$ cat config.mk
export PLATFORM = sky130hd
export DESIGN_NAME = flash_fetch
export DESIGN_NICKNAME = d
export VERILOG_FILES = /design/src/rtl/flash_fetch.sv
export SDC_FILE = /design/constraint.sdc
export NUM_CORES = 1
export LEC_CHECK = 0
export ABC_CLOCK_PERIOD_IN_PS = 2700
export CAP_MARGIN = 25
export CORE_MARGIN = 5
export CORE_UTILIZATION = 53
export CTS_BUF_LIST = sky130_fd_sc_hd__clkbuf_4 sky130_fd_sc_hd__clkbuf_8
export CTS_CLUSTER_DIAMETER = 80
export DETAILED_ROUTE_END_ITERATION = 7
export GPL_ROUTABILITY_DRIVEN = 0
export GPL_TIMING_DRIVEN = 0
export PLACE_DENSITY = 0.86
export SYNTH_ARGS = -nofsm -noshare
export SYNTH_HDL_FRONTEND = slang
export SYNTH_SLANG_ARGS = --single-unit
$ cat constraint.sdc
create_clock -name clk -period 2.7 [get_ports clk]
set_input_delay 0.81 -clock clk [delete_from_list [all_inputs] [get_ports clk]]
set_output_delay 0.81 -clock clk [all_outputs]
set_load 0.01 [all_outputs]
$ cat src/rtl/flash_fetch.sv
// Multi-byte fetch sequencer: walks the single-byte SPI flash reader across 1-4
// consecutive addresses and returns the bytes packed little-endian with a valid pulse.
module flash_fetch #(
  parameter int GAP_CYCLES     = 2,
  parameter int TIMEOUT_CYCLES = 4096
) (
  input  logic        clk,
  input  logic        rst_n,
  input  logic        fetch_req,
  input  logic [10:0] fetch_addr,
  input  logic [1:0]  fetch_len,
  output logic        fetch_busy,
  output logic        fetch_valid,
  output logic [31:0] fetch_data,
  output logic        fetch_err,
  output logic [10:0] flash_addr,
  output logic        flash_enable,
  input  logic [7:0]  flash_byte,
  input  logic        flash_ready
);

  typedef enum logic [2:0] {
    S_IDLE, S_ISSUE, S_ARM, S_WAIT, S_STORE, S_GAP, S_DONE
  } state_t;

  localparam int TW = (TIMEOUT_CYCLES > 1) ? $clog2(TIMEOUT_CYCLES + 1) : 1;
  localparam int GW = (GAP_CYCLES > 1) ? $clog2(GAP_CYCLES) : 1;
  localparam logic [TW-1:0] TIMER_LAST = TW'(TIMEOUT_CYCLES - 1);
  localparam logic [GW-1:0] GAP_LAST   = GW'(GAP_CYCLES - 1);
  localparam bit TIMEOUT_EN = (TIMEOUT_CYCLES != 0);

  state_t      state_q, state_d;
  logic [10:0] base_q, base_d;
  logic [1:0]  rem_q, rem_d;
  logic [1:0]  idx_q, idx_d;
  logic [TW-1:0] timer_q, timer_d;
  logic [GW-1:0] gap_q, gap_d;
  logic [31:0] data_q, data_d;
  logic        err_q, err_d;
  logic [10:0] addr_q, addr_d;
  logic        timed_out;

  // Timer value is the number of ARM/WAIT cycles already spent on this byte
  assign timed_out = TIMEOUT_EN && (timer_q == TIMER_LAST);

  always_ff @(posedge clk) begin
    if (!rst_n) begin
      state_q <= S_IDLE;
      base_q  <= '0;
      rem_q   <= '0;
      idx_q   <= '0;
      timer_q <= '0;
      gap_q   <= '0;
      data_q  <= '0;
      err_q   <= 1'b0;
      addr_q  <= '0;
    end else begin
      state_q <= state_d;
      base_q  <= base_d;
      rem_q   <= rem_d;
      idx_q   <= idx_d;
      timer_q <= timer_d;
      gap_q   <= gap_d;
      data_q  <= data_d;
      err_q   <= err_d;
      addr_q  <= addr_d;
    end
  end

  always_comb begin
    state_d = state_q;
    case (state_q)
      S_IDLE:  if (fetch_req) state_d = S_ISSUE;
      S_ISSUE: state_d = S_ARM;
      S_ARM: begin
        if (timed_out)         state_d = S_DONE;
        else if (!flash_ready) state_d = S_WAIT;
      end
      S_WAIT: begin
        if (timed_out)        state_d = S_DONE;
        else if (flash_ready) state_d = S_STORE;
      end
      S_STORE: state_d = (idx_q == rem_q) ? S_DONE : S_GAP;
      S_GAP:   if (gap_q == GAP_LAST) state_d = S_ISSUE;
      S_DONE:  state_d = S_IDLE;
      default: state_d = S_IDLE;
    endcase
  end

  // Address is computed on entry to ISSUE so it is stable with the enable edge;
  // the byte is latched on the WAIT->STORE edge while the reader still presents it.
  always_comb begin
    base_d  = base_q;
    rem_d   = rem_q;
    idx_d   = idx_q;
    timer_d = timer_q;
    gap_d   = gap_q;
    data_d  = data_q;
    err_d   = err_q;
    addr_d  = addr_q;
    case (state_q)
      S_IDLE: begin
        if (fetch_req) begin
          base_d = fetch_addr;
          rem_d  = fetch_len;
          idx_d  = 2'd0;
          data_d = '0;
          err_d  = 1'b0;
          addr_d = fetch_addr;
        end
      end
      S_ISSUE: timer_d = '0;
      S_ARM, S_WAIT: begin
        timer_d = timer_q + 1'b1;
        if (timed_out) begin
          err_d = 1'b1;
        end else if (state_q == S_WAIT && flash_ready) begin
          data_d[8*idx_q +: 8] = flash_byte;
        end
      end
      S_STORE: begin
        gap_d = '0;
        if (idx_q != rem_q) idx_d = idx_q + 2'd1;
      end
      S_GAP: begin
        gap_d = gap_q + 1'b1;
        if (gap_q == GAP_LAST) addr_d = base_q + {9'b0, idx_q};
      end
      default: ;
    endcase
  end

  always_comb begin
    flash_enable = 1'b0;
    fetch_busy   = 1'b0;
    fetch_valid  = 1'b0;
    case (state_q)
      S_ISSUE, S_ARM, S_WAIT: begin
        flash_enable = 1'b1;
        fetch_busy   = 1'b1;
      end
      S_STORE, S_GAP: fetch_busy = 1'b1;
      S_DONE:         fetch_valid = 1'b1;
      default: ;
    endcase
  end

  assign flash_addr = addr_q;
  assign fetch_data = data_q;
  assign fetch_err  = err_q;

endmodule

---- After elaboration in Yosys (flattened, before gate mapping) ----
Index checks and enable logic that the tools add are counted.
word-level totals
  memory bits (read-only) ................. 0
  word-level logic and storage cells ...... 76
  register bits after elaboration ......... 76
  memory bits (writable) .................. 0
  input bits .............................. 25
  memories ................................ 0
  output and inout port bits .............. 47
  latch bits .............................. 0
cells by class
  order comparisons ....................... 0
  multipliers ............................. 0
  shifts and indexed selects .............. 2
  equal/unequal tests ..................... 17
  bitwise operators ....................... 0
  reduce and logical (&&, ||, !) cells .... 16
  divide/modulo/power cells ............... 0
  add/subtract/negate cells ............... 5
  mux-type cells .......................... 27
operators by type and width
  kind                     count
  $mux 32                  3
  $pmux 32 s2              1
  $neg 5->34               1
  $shift 8x34->32 const A  1
  $shiftx 8x34->32         1
  $bwmux 32                1
  $pmux 13 s2              1
  $mux 11                  2
  $pmux 11 s2              1
  $mux 3                   6
  $pmux 3 s6               1
  $add 13x1->13 const B    1
  $eq 13x12->1 const B     1
  $ne 2x2->1 const B       6
  $add 11x2->11            1
  $reduce_bool 2->1        5
  $eq 3x3->1 const B       3
  $reduce_and 3->1         3
  $reduce_and 4->1         2
  $eq 3x2->1 const B       2
  $mux 2                   3
  $ne 3x3->1 const B       2
  $mux 1                   5
  $reduce_or 5->1          1
  other kinds (12)         13

---- Logic depth before layout (Yosys ltp) ----
Gate-level depths: netlist (run 1).
  depth after elaboration ................. 6
  gate-level depth with buffers ........... 7
  mapped depth without buffers ............ 7

---- Least setup slack after synthesis (run 1) ----
No wires, ideal clock.
  path kind ............................... register -> register
  start point ............................. register idx_q[0]
  end point ............................... register addr_q[8] (netlist: flash_addr[8])
  cell stages (with the launch flop) ...... 8
  library setup time ...................... 0.101 ns
  arrival ................................. 2.078 ns
  period minus slack after synthesis ...... 2.179 ns
  setup slack ............................. 0.521 ns
  data required time ...................... 2.599 ns
  buffers on the path ..................... 0
  cells stage by stage .................... dfxtp_1 -> ha_1 -> inv_1 -> fa_1 -> nand2b_1 -> or3_1 -> and3_1 -> o41ai_1
between the ends
  word-level cells in the longest chain between the ends .. 3
ends and longest elaborated chain
  what                    line  text
  from (decl)             35    logic [1:0] idx_q, idx_d;
  from (signal assigned)  61    idx_q <= idx_d;
  $add 11x2->11           127   if (gap_q == GAP_LAST) addr_d = base_q + {9'b0, idx_q};
  $mux 11                 127
  $pmux 11 s2             101   case (state_q)
  to (signal assigned)    66    addr_q <= addr_d;
  to (decl)               40    logic [10:0] addr_q, addr_d;
No other way between the ends. The select of a mux whose other input is x is not followed.
A chain may end at the register's enable or synchronous reset.

---- Final worst setup path (run 1) ----
  start point ............................. register state_q[0]
  end point ............................... output flash_enable
between the ends
  word-level cells in the longest chain between the ends .. 3
  elaborated cells between the ends (all ways) .. 5
  those cells by class .................... 3 x eq/ne; 1 x mux; 1 x reduce/logical
ends and longest elaborated chain
  what                                             line  text
  from (decl)                                      32    state_t state_q, state_d;
  from (signal assigned)                           58    state_q <= state_d;
  $eq 3x2->1 / $eq 3x1->1 (equally long branches)  137   case (state_q)
  $reduce_or 3->1 *                                -
  $mux 1 *                                         137
  to (decl)                                        17    output logic flash_enable,
Every way passes the cells marked *; elsewhere a longest branch is shown, timed or not.

==> results.sh, run 1 <==
export IMPL_outcome="completed"
export IMPL_grt_start_max_net_pins=13
export IMPL_slew_viol_final=0
export IMPL_worst_slew_pin_slew_ps=719
export IMPL_hpwlAfterDp_um=6910
export IMPL_cts_buffers=9
export IMPL_fmax_ghz=0.388
export IMPL_io_pins=72
export IMPL_min_path_type="reg2reg"
export IMPL_syn_avg_cell_area_sq_um=8.92
export IMPL_hold_viol=0
export IMPL_synth_area_sq_mm=0.00359
export IMPL_r2r_slack_ps=220
export IMPL_crit_required_ps=1890
export IMPL_cp_arrival_ps=1770
export IMPL_register_area_sq_mm=0.00152
export IMPL_wire_per_inst_um=16.3
export IMPL_initial_utilization=0.538
export IMPL_ir_drop_mv=0.383
export IMPL_maxCapViolations=0
export IMPL_drtIter0Drc=153
export IMPL_yosys_warnings=0
export IMPL_hold_ws_ps=461
export IMPL_cts_tree="yes"
export IMPL_rsz0062_at_grt="false"
export IMPL_antenna_found_initial=0
export IMPL_reg2reg_to="flash_addr[8]"
export IMPL_crit_reg2reg_launch="idx_q[0]"
export IMPL_clkTransAtPathRegs_ps=70
export IMPL_clock_tree_root_cell="clkbuf_8"
export IMPL_nNetsFinal=518
export IMPL_area_growth_pct=30.1
export IMPL_ant_nets=0
export IMPL_holdPathStages=2
export IMPL_yosys_most_used_dff="dfxtp_1"
export IMPL_synth_cells=403
export IMPL_yosysSeqAreaShare=0.423
export IMPL_finalCritPeriodShare=0.956
export IMPL_fp_row_count=30
export IMPL_crit_end="flash_enable"
export IMPL_fin_area_sq_mm=0.00468
export IMPL_synth_nets=436
export IMPL_route_detailed_drc=0
export IMPL_reg2reg_depth=7
export IMPL_ys_ff_latch=76
export IMPL_cts_max_level=3
export IMPL_setup_viol=0
export IMPL_port_buffers=70
export IMPL_drt_total_wl_um=9260
export IMPL_synth_enable_flop_cells=0
export IMPL_slew_headroom=0.514
export IMPL_worst_path_max_fanout=10
export IMPL_first_pass_iters=5
export IMPL_path_class="reg2out"
export IMPL_leakagePower_uw=0.00173
export IMPL_power_uw=2610
export IMPL_layout_drive_gt1_share=0.0898
export IMPL_die_w_um=92.4
export IMPL_cts_sinks=76
export IMPL_clk_path_buf_depth=2
export IMPL_die_area_sq_mm=0.00853
export IMPL_cp_start_kind="register"
export IMPL_ys_async_sr_fraction=0
export IMPL_grt_pass1_wl_um=15300
export IMPL_cts_setup_buffers=0
export IMPL_endpoint_kind="primary output"
export IMPL_placed_area_sq_mm=0.00440
export IMPL_timing_final_crit_period_ps=2580
export IMPL_num_vias=3311
export IMPL_n_antenna_cell=0
export IMPL_multi_input_area_sq_mm=0.00192
export IMPL_grt_pass1_vias=3162
export IMPL_fp_dieH_um=92.4
export IMPL_fillers=506
export IMPL_fin_worst_skew_ps=10.8
export IMPL_power_density_mw_per_mm2=558
export IMPL_via_per_inst=5.81
export IMPL_crit_start="state_q[0]"
export IMPL_grt_usage=0.222
export IMPL_insertion_delay_ps=350
export IMPL_ys_types=60
export IMPL_grt_ovfl_total=0
export IMPL_core_area_sq_mm=0.00668
cells in the mapped netlist, drive strengths merged, types with 2 or more instances:
| cell type | instances | area share |
|---|---|---|
| a21o | 3 | 0.0063 |
| a21oi | 31 | 0.046 |
| a22o | 16 | 0.039 |
| a22oi | 2 | 0.0042 |
| a311oi | 2 | 0.0049 |
| a31oi | 2 | 0.012 |
| buf | 9 | 0.016 |
| clkbuf | 11 | 0.011 |
| dfxtp | 76 | 0.42 |
| ha | 7 | 0.024 |
| inv | 12 | 0.013 |
| mux2i | 18 | 0.050 |
| nand2 | 76 | 0.079 |
| nand3 | 13 | 0.018 |
| nand3b | 3 | 0.0063 |
| nand4 | 8 | 0.018 |
| nor2 | 19 | 0.020 |
| nor3 | 16 | 0.024 |
| nor3b | 2 | 0.0042 |
| nor4 | 5 | 0.010 |
| o211ai | 7 | 0.015 |
| o21a | 5 | 0.010 |
| o21ai | 10 | 0.014 |
| o221ai | 2 | 0.015 |
| o311ai | 3 | 0.0073 |
| or2 | 2 | 0.0035 |
| or3 | 5 | 0.0087 |
| or3b | 2 | 0.0049 |
| or4 | 2 | 0.0052 |
| xnor2 | 8 | 0.019 |
| xor2 | 5 | 0.012 |
repair_timing:
item / CTS / global route
cloned: 0 / 0
endpoints found under the setup margin: 3 / 2
resized for setup: 9 / 2
hold buffers: 0 / 0
routing by layer:
metal	up-vias	global-route usage	share of wire
met2	119	0.369	0.48
met1	1566	0.282	0.43
met4	0	0.0842	0.019
met3	21	0.0479	0.066
met5	-	0	0
li1	1605	-	-
worst min-delay path by stage:
stage / from / to / slack, ps
final: fetch_data[29] / fetch_data[29] / 460
after floorplan: base_q[0] / base_q[0] / 440
after global placement: fetch_data[10] / fetch_data[10] / 440
after detailed placement: fetch_data[29] / fetch_data[29] / 450
after CTS: fetch_data[29] / fetch_data[29] / 460
after global routing: fetch_data[14] / fetch_data[14] / 490
power breakdown:
| part | internal [uW] | total (uW) | switching (uW) | leakage, uW |
|---|---|---|---|---|
| logic | 147 | 336 | 189 | 0.000981 |
| clock network | 674 | 1090 | 418 | 0.000130 |
| registers | 1150 | 1180 | 27.7 | 0.000616 |
| total | 1970 | 2610 | 635 | 0.00173 |
state kept, by name, indices dropped and copies added (netlist names):
name / flops
fetch_err: 1
rem_q: 2
state_q: 3
idx_q: 2
base_q: 11
gap_q: 1
timer_q: 13
fetch_data: 32
flash_addr: 11
final cells by class:
type | count | share of cell area
multi-input combinational | 293 | 0.411
sequential | 76 | 0.325
tap | 80 | 0.0214
inverter | 13 | 0.0104
clock buffer | 12 | 0.0340
clock inverter | 4 | 0.0203
timing repair buffer | 71 | 0.152
buffer | 21 | 0.0257
cell families after synthesis:
| family | Yosys count | synth area share |
|---|---|---|
| multiplexers | 18 | 0.0501 |
| XOR/XNOR | 13 | 0.0317 |
| adder cells (fa/ha/maj) | 8 | 0.0299 |
| buffers and inverters | 34 | 0.0435 |
| AO/OA/AOI/OAI | 92 | 0.199 |
| AND/OR/NAND/NOR | 162 | 0.222 |
| flip-flops | 76 | 0.423 |
metrics by stage:
stage	worst slack, ps	setup TNS [ps]	std cells	utilization
floorplan	521	0	403	-
global placement	-115	-956	553	0.658
detailed placement	-148	-2510	554	0.659
CTS	13.7	0	570	0.699
global route	6.18	0	570	0.700
finish	120	0	570	0.700
layout by cell type, fill, tap and decap left out, drive strengths merged, types with 5 or more instances in the layout:
master,netlist,final
a21oi,31,31
a22o,16,16
buf,9,10
clkbuf,11,23
clkdlybuf4s50,0,67
dfxtp,76,76
ha,7,7
inv,12,12
mux2i,18,18
nand2,76,76
nand3,13,13
nand4,8,8
nor2,19,19
nor3,16,16
nor4,5,5
o211ai,7,7
o21a,5,5
o21ai,10,10
or3,5,5
xnor2,8,8
xor2,5,5
worst max-delay path, stage by stage, from the launching register on:
cell	delay, ps
dfxtp_1	310
buf_2	170
o21bai_1	280
clkbuf_4	270
inv_1	100
dlygate4sd2_1	300
Power figures use the tool's default switching activity.
==> inputs of run 2 (changes only) <==
==> config.mk (replaced) <==
export PLATFORM = sky130hd
export DESIGN_NAME = flash_fetch
export DESIGN_NICKNAME = d
export VERILOG_FILES = /design/src/rtl/flash_fetch.sv
export SDC_FILE = /design/constraint.sdc
export NUM_CORES = 1
export LEC_CHECK = 0
export ABC_CLOCK_PERIOD_IN_PS = 2100
export CAP_MARGIN = 25
export CORE_MARGIN = 5
export CORE_UTILIZATION = 48
export CTS_BUF_LIST = sky130_fd_sc_hd__clkbuf_4 sky130_fd_sc_hd__clkbuf_8
export CTS_CLUSTER_DIAMETER = 80
export DETAILED_ROUTE_END_ITERATION = 7
export GPL_ROUTABILITY_DRIVEN = 0
export GPL_TIMING_DRIVEN = 0
export PLACE_DENSITY = 0.82
export SYNTH_ARGS = -nofsm -noshare
export SYNTH_HDL_FRONTEND = slang
export SYNTH_SLANG_ARGS = --single-unit
==> constraint.sdc (replaced) <==
create_clock -name clk -period 2.1 [get_ports clk]
set_input_delay 0.63 -clock clk [delete_from_list [all_inputs] [get_ports clk]]
set_output_delay 0.63 -clock clk [all_outputs]
set_load 0.01 [all_outputs]
==> run 2 against run 1 <==
Against the previous run: sequential cell count unchanged; global-route usage decreased by 0.34 points; combinational power increased by 54%; power increased by 29%; hold slack got worse by 7.9 ps; sequential power increased by 29%; core utilization decreased by 1.4 points; critical endpoint is now fetch_busy; largest cell class unchanged; largest power group unchanged.
==> results.sh, run 2 (synthesized netlist as in run 1, its figures left out) <==
export IMPL_slowest_delay_ps=330
export IMPL_r2r_slack_ps=90
export IMPL_die_area_sq_mm=0.00932
export IMPL_grt_start_max_net_pins=14
export IMPL_clkTransAtPathRegs_ps=80
export IMPL_final_common_cell="nand2_1"
export IMPL_placed_cells=573
export IMPL_io_pins=72
export IMPL_setup_viol=0
export IMPL_clk_path_buf_depth=2
export IMPL_route_detailed_drc=0
export IMPL_leakagePower_uw=0.00184
export IMPL_power_density_mw_per_mm2=672
export IMPL_slowest_stage="dfxtp_1"
export IMPL_cts_tree="yes"
export IMPL_hold_ws_ps=453
export IMPL_crit_required_ps=1470
export IMPL_insertion_delay_ps=360
export IMPL_min_path_type="reg2reg"
export IMPL_slew_headroom=0.605
export IMPL_wire_per_inst_um=16.7
export IMPL_timing_final_crit_period_ps=2030
export IMPL_nNetsFinal=535
export IMPL_worst_slew_pin_slew_ps=592
export IMPL_fin_worst_skew_ps=4.04
export IMPL_ctsHoldBuffers=0
export IMPL_outcome="completed"
export IMPL_cts_max_level=3
export IMPL_worst_path_max_fanout=10
export IMPL_slew_viol_final=0
export IMPL_initial_utilization=0.493
export IMPL_power_uw=3360
export IMPL_fmax_ghz=0.493
export IMPL_first_pass_iters=6
export IMPL_fp_dieH_um=96.5
export IMPL_hpwlAfterDp_um=7080
export IMPL_crit_reg2reg_launch="idx_q[0]"
export IMPL_cp_start_kind="register"
export IMPL_area_growth_pct=39.2
export IMPL_fp_row_count=31
export IMPL_hold_viol=0
export IMPL_final_cell_mix="75 x nand2_1, 72 x dfxtp_1, 65 x clkdlybuf4s50_1"
export IMPL_via_per_inst=5.78
export IMPL_num_vias=3503
export IMPL_placed_area_sq_mm=0.00443
export IMPL_worstPathCellList="buf_6 -> clkbuf_8 -> nor3_1 -> a21oi_1 -> buf_2"
export IMPL_finalCritPeriodShare=0.966
export IMPL_hold_start="flash_addr[1]"
export IMPL_n_antenna_cell=0
export IMPL_core_area_sq_mm=0.00729
export IMPL_path_class="reg2out"
export IMPL_crit_start="state_q[1]"
export IMPL_final_cells=606
export IMPL_utilization=0.686
export IMPL_fin_area_sq_mm=0.00500
export IMPL_drtIter0Drc=229
export IMPL_port_buffers=70
export IMPL_ir_drop_mv=0.415
export IMPL_reg2reg_to="flash_addr[8]"
export IMPL_cts_buffers=9
export IMPL_crit_end="fetch_busy"
export IMPL_antenna_found_initial=0
export IMPL_grt_ovfl_total=0
export IMPL_drt_total_wl_um=10100
export IMPL_reg2reg_depth=7
export IMPL_grt_usage=0.219
export IMPL_endpoint_kind="primary output"
export IMPL_clock_tree_root_cell="clkbuf_8"
export IMPL_grt_pass1_vias=3296
export IMPL_largest_register_ffs=32
export IMPL_grt_pass1_wl_um=15700
export IMPL_layout_drive_gt1_share=0.172
export IMPL_die_w_um=96.5
export IMPL_maxCapViolations=0
export IMPL_ant_nets=0
export IMPL_rsz0062_at_grt="false"
export IMPL_cp_arrival_ps=1400
export IMPL_cts_sinks=76
==> run 2: where the power goes <==
group	total (uW)	internal (uW)	switching, uW
logic	516	245	271
clock network	1330	784	546
registers	1520	1480	35.6
total	3360	2510	852
==> run 2: worst min path at each step <==
stage,to,slack (ps),cells after the start
after global placement,fetch_data[14],440,2
after detailed placement,flash_addr[1],450,2
final,flash_addr[1],450,2
after floorplan,base_q[0],440,2
after global routing,fetch_data[8],480,2
after CTS,flash_addr[1],460,2
==> run 2: per-layer routing <==
layer | GRT usage | vias up | wire length, um
met5 | 0 | - | 0
met4 | 0.0864 | 0 | 212
met3 | 0.0542 | 29 | 749
met2 | 0.371 | 155 | 5020
met1 | 0.266 | 1674 | 4150
li1 | - | 1645 | -
==> run 2: final cells by class <==
cell class                      instances  area [sq um]
Buffer                                 19           153
Clock buffer                            9           124
Clock inverter                          7           115
Fill cell                             578          2290
Inverter                               13          52.6
Multi-Input combinational cell        293          2020
Sequential cell                        76          1530
Tap cell                               99           124
Timing Repair Buffer                   90           888
==> run 2: worst max-delay path, delay by kind of cell, from the launching register on <==
family	cells	cell delay (ps)
buffers and inverters	3	490
and+or+nand+nor	1	50
DFF	1	330
AOI/OAI and AO/OA	1	170
==> run 2: repair_timing <==
| action | in CTS | in global routing |
|---|---|---|
| setup buffers | 9 | 10 |
| setup endpoints to repair | 58 | 35 |
| resized for setup | 48 | 10 |
| gates cloned | 0 | 0 |
| pin swaps | 4 | 4 |
==> run 2: stage by stage <==
stage | TNS [ps] | setup slack [ps]
5_1_grt | 0 | 3.57
3_3_place_gp | -25240 | -525
6_report | 0 | 70.7
2_1_floorplan | 0 | 7.28
4_1_cts | 0 | 2.17
3_5_place_dp | -27450 | -572
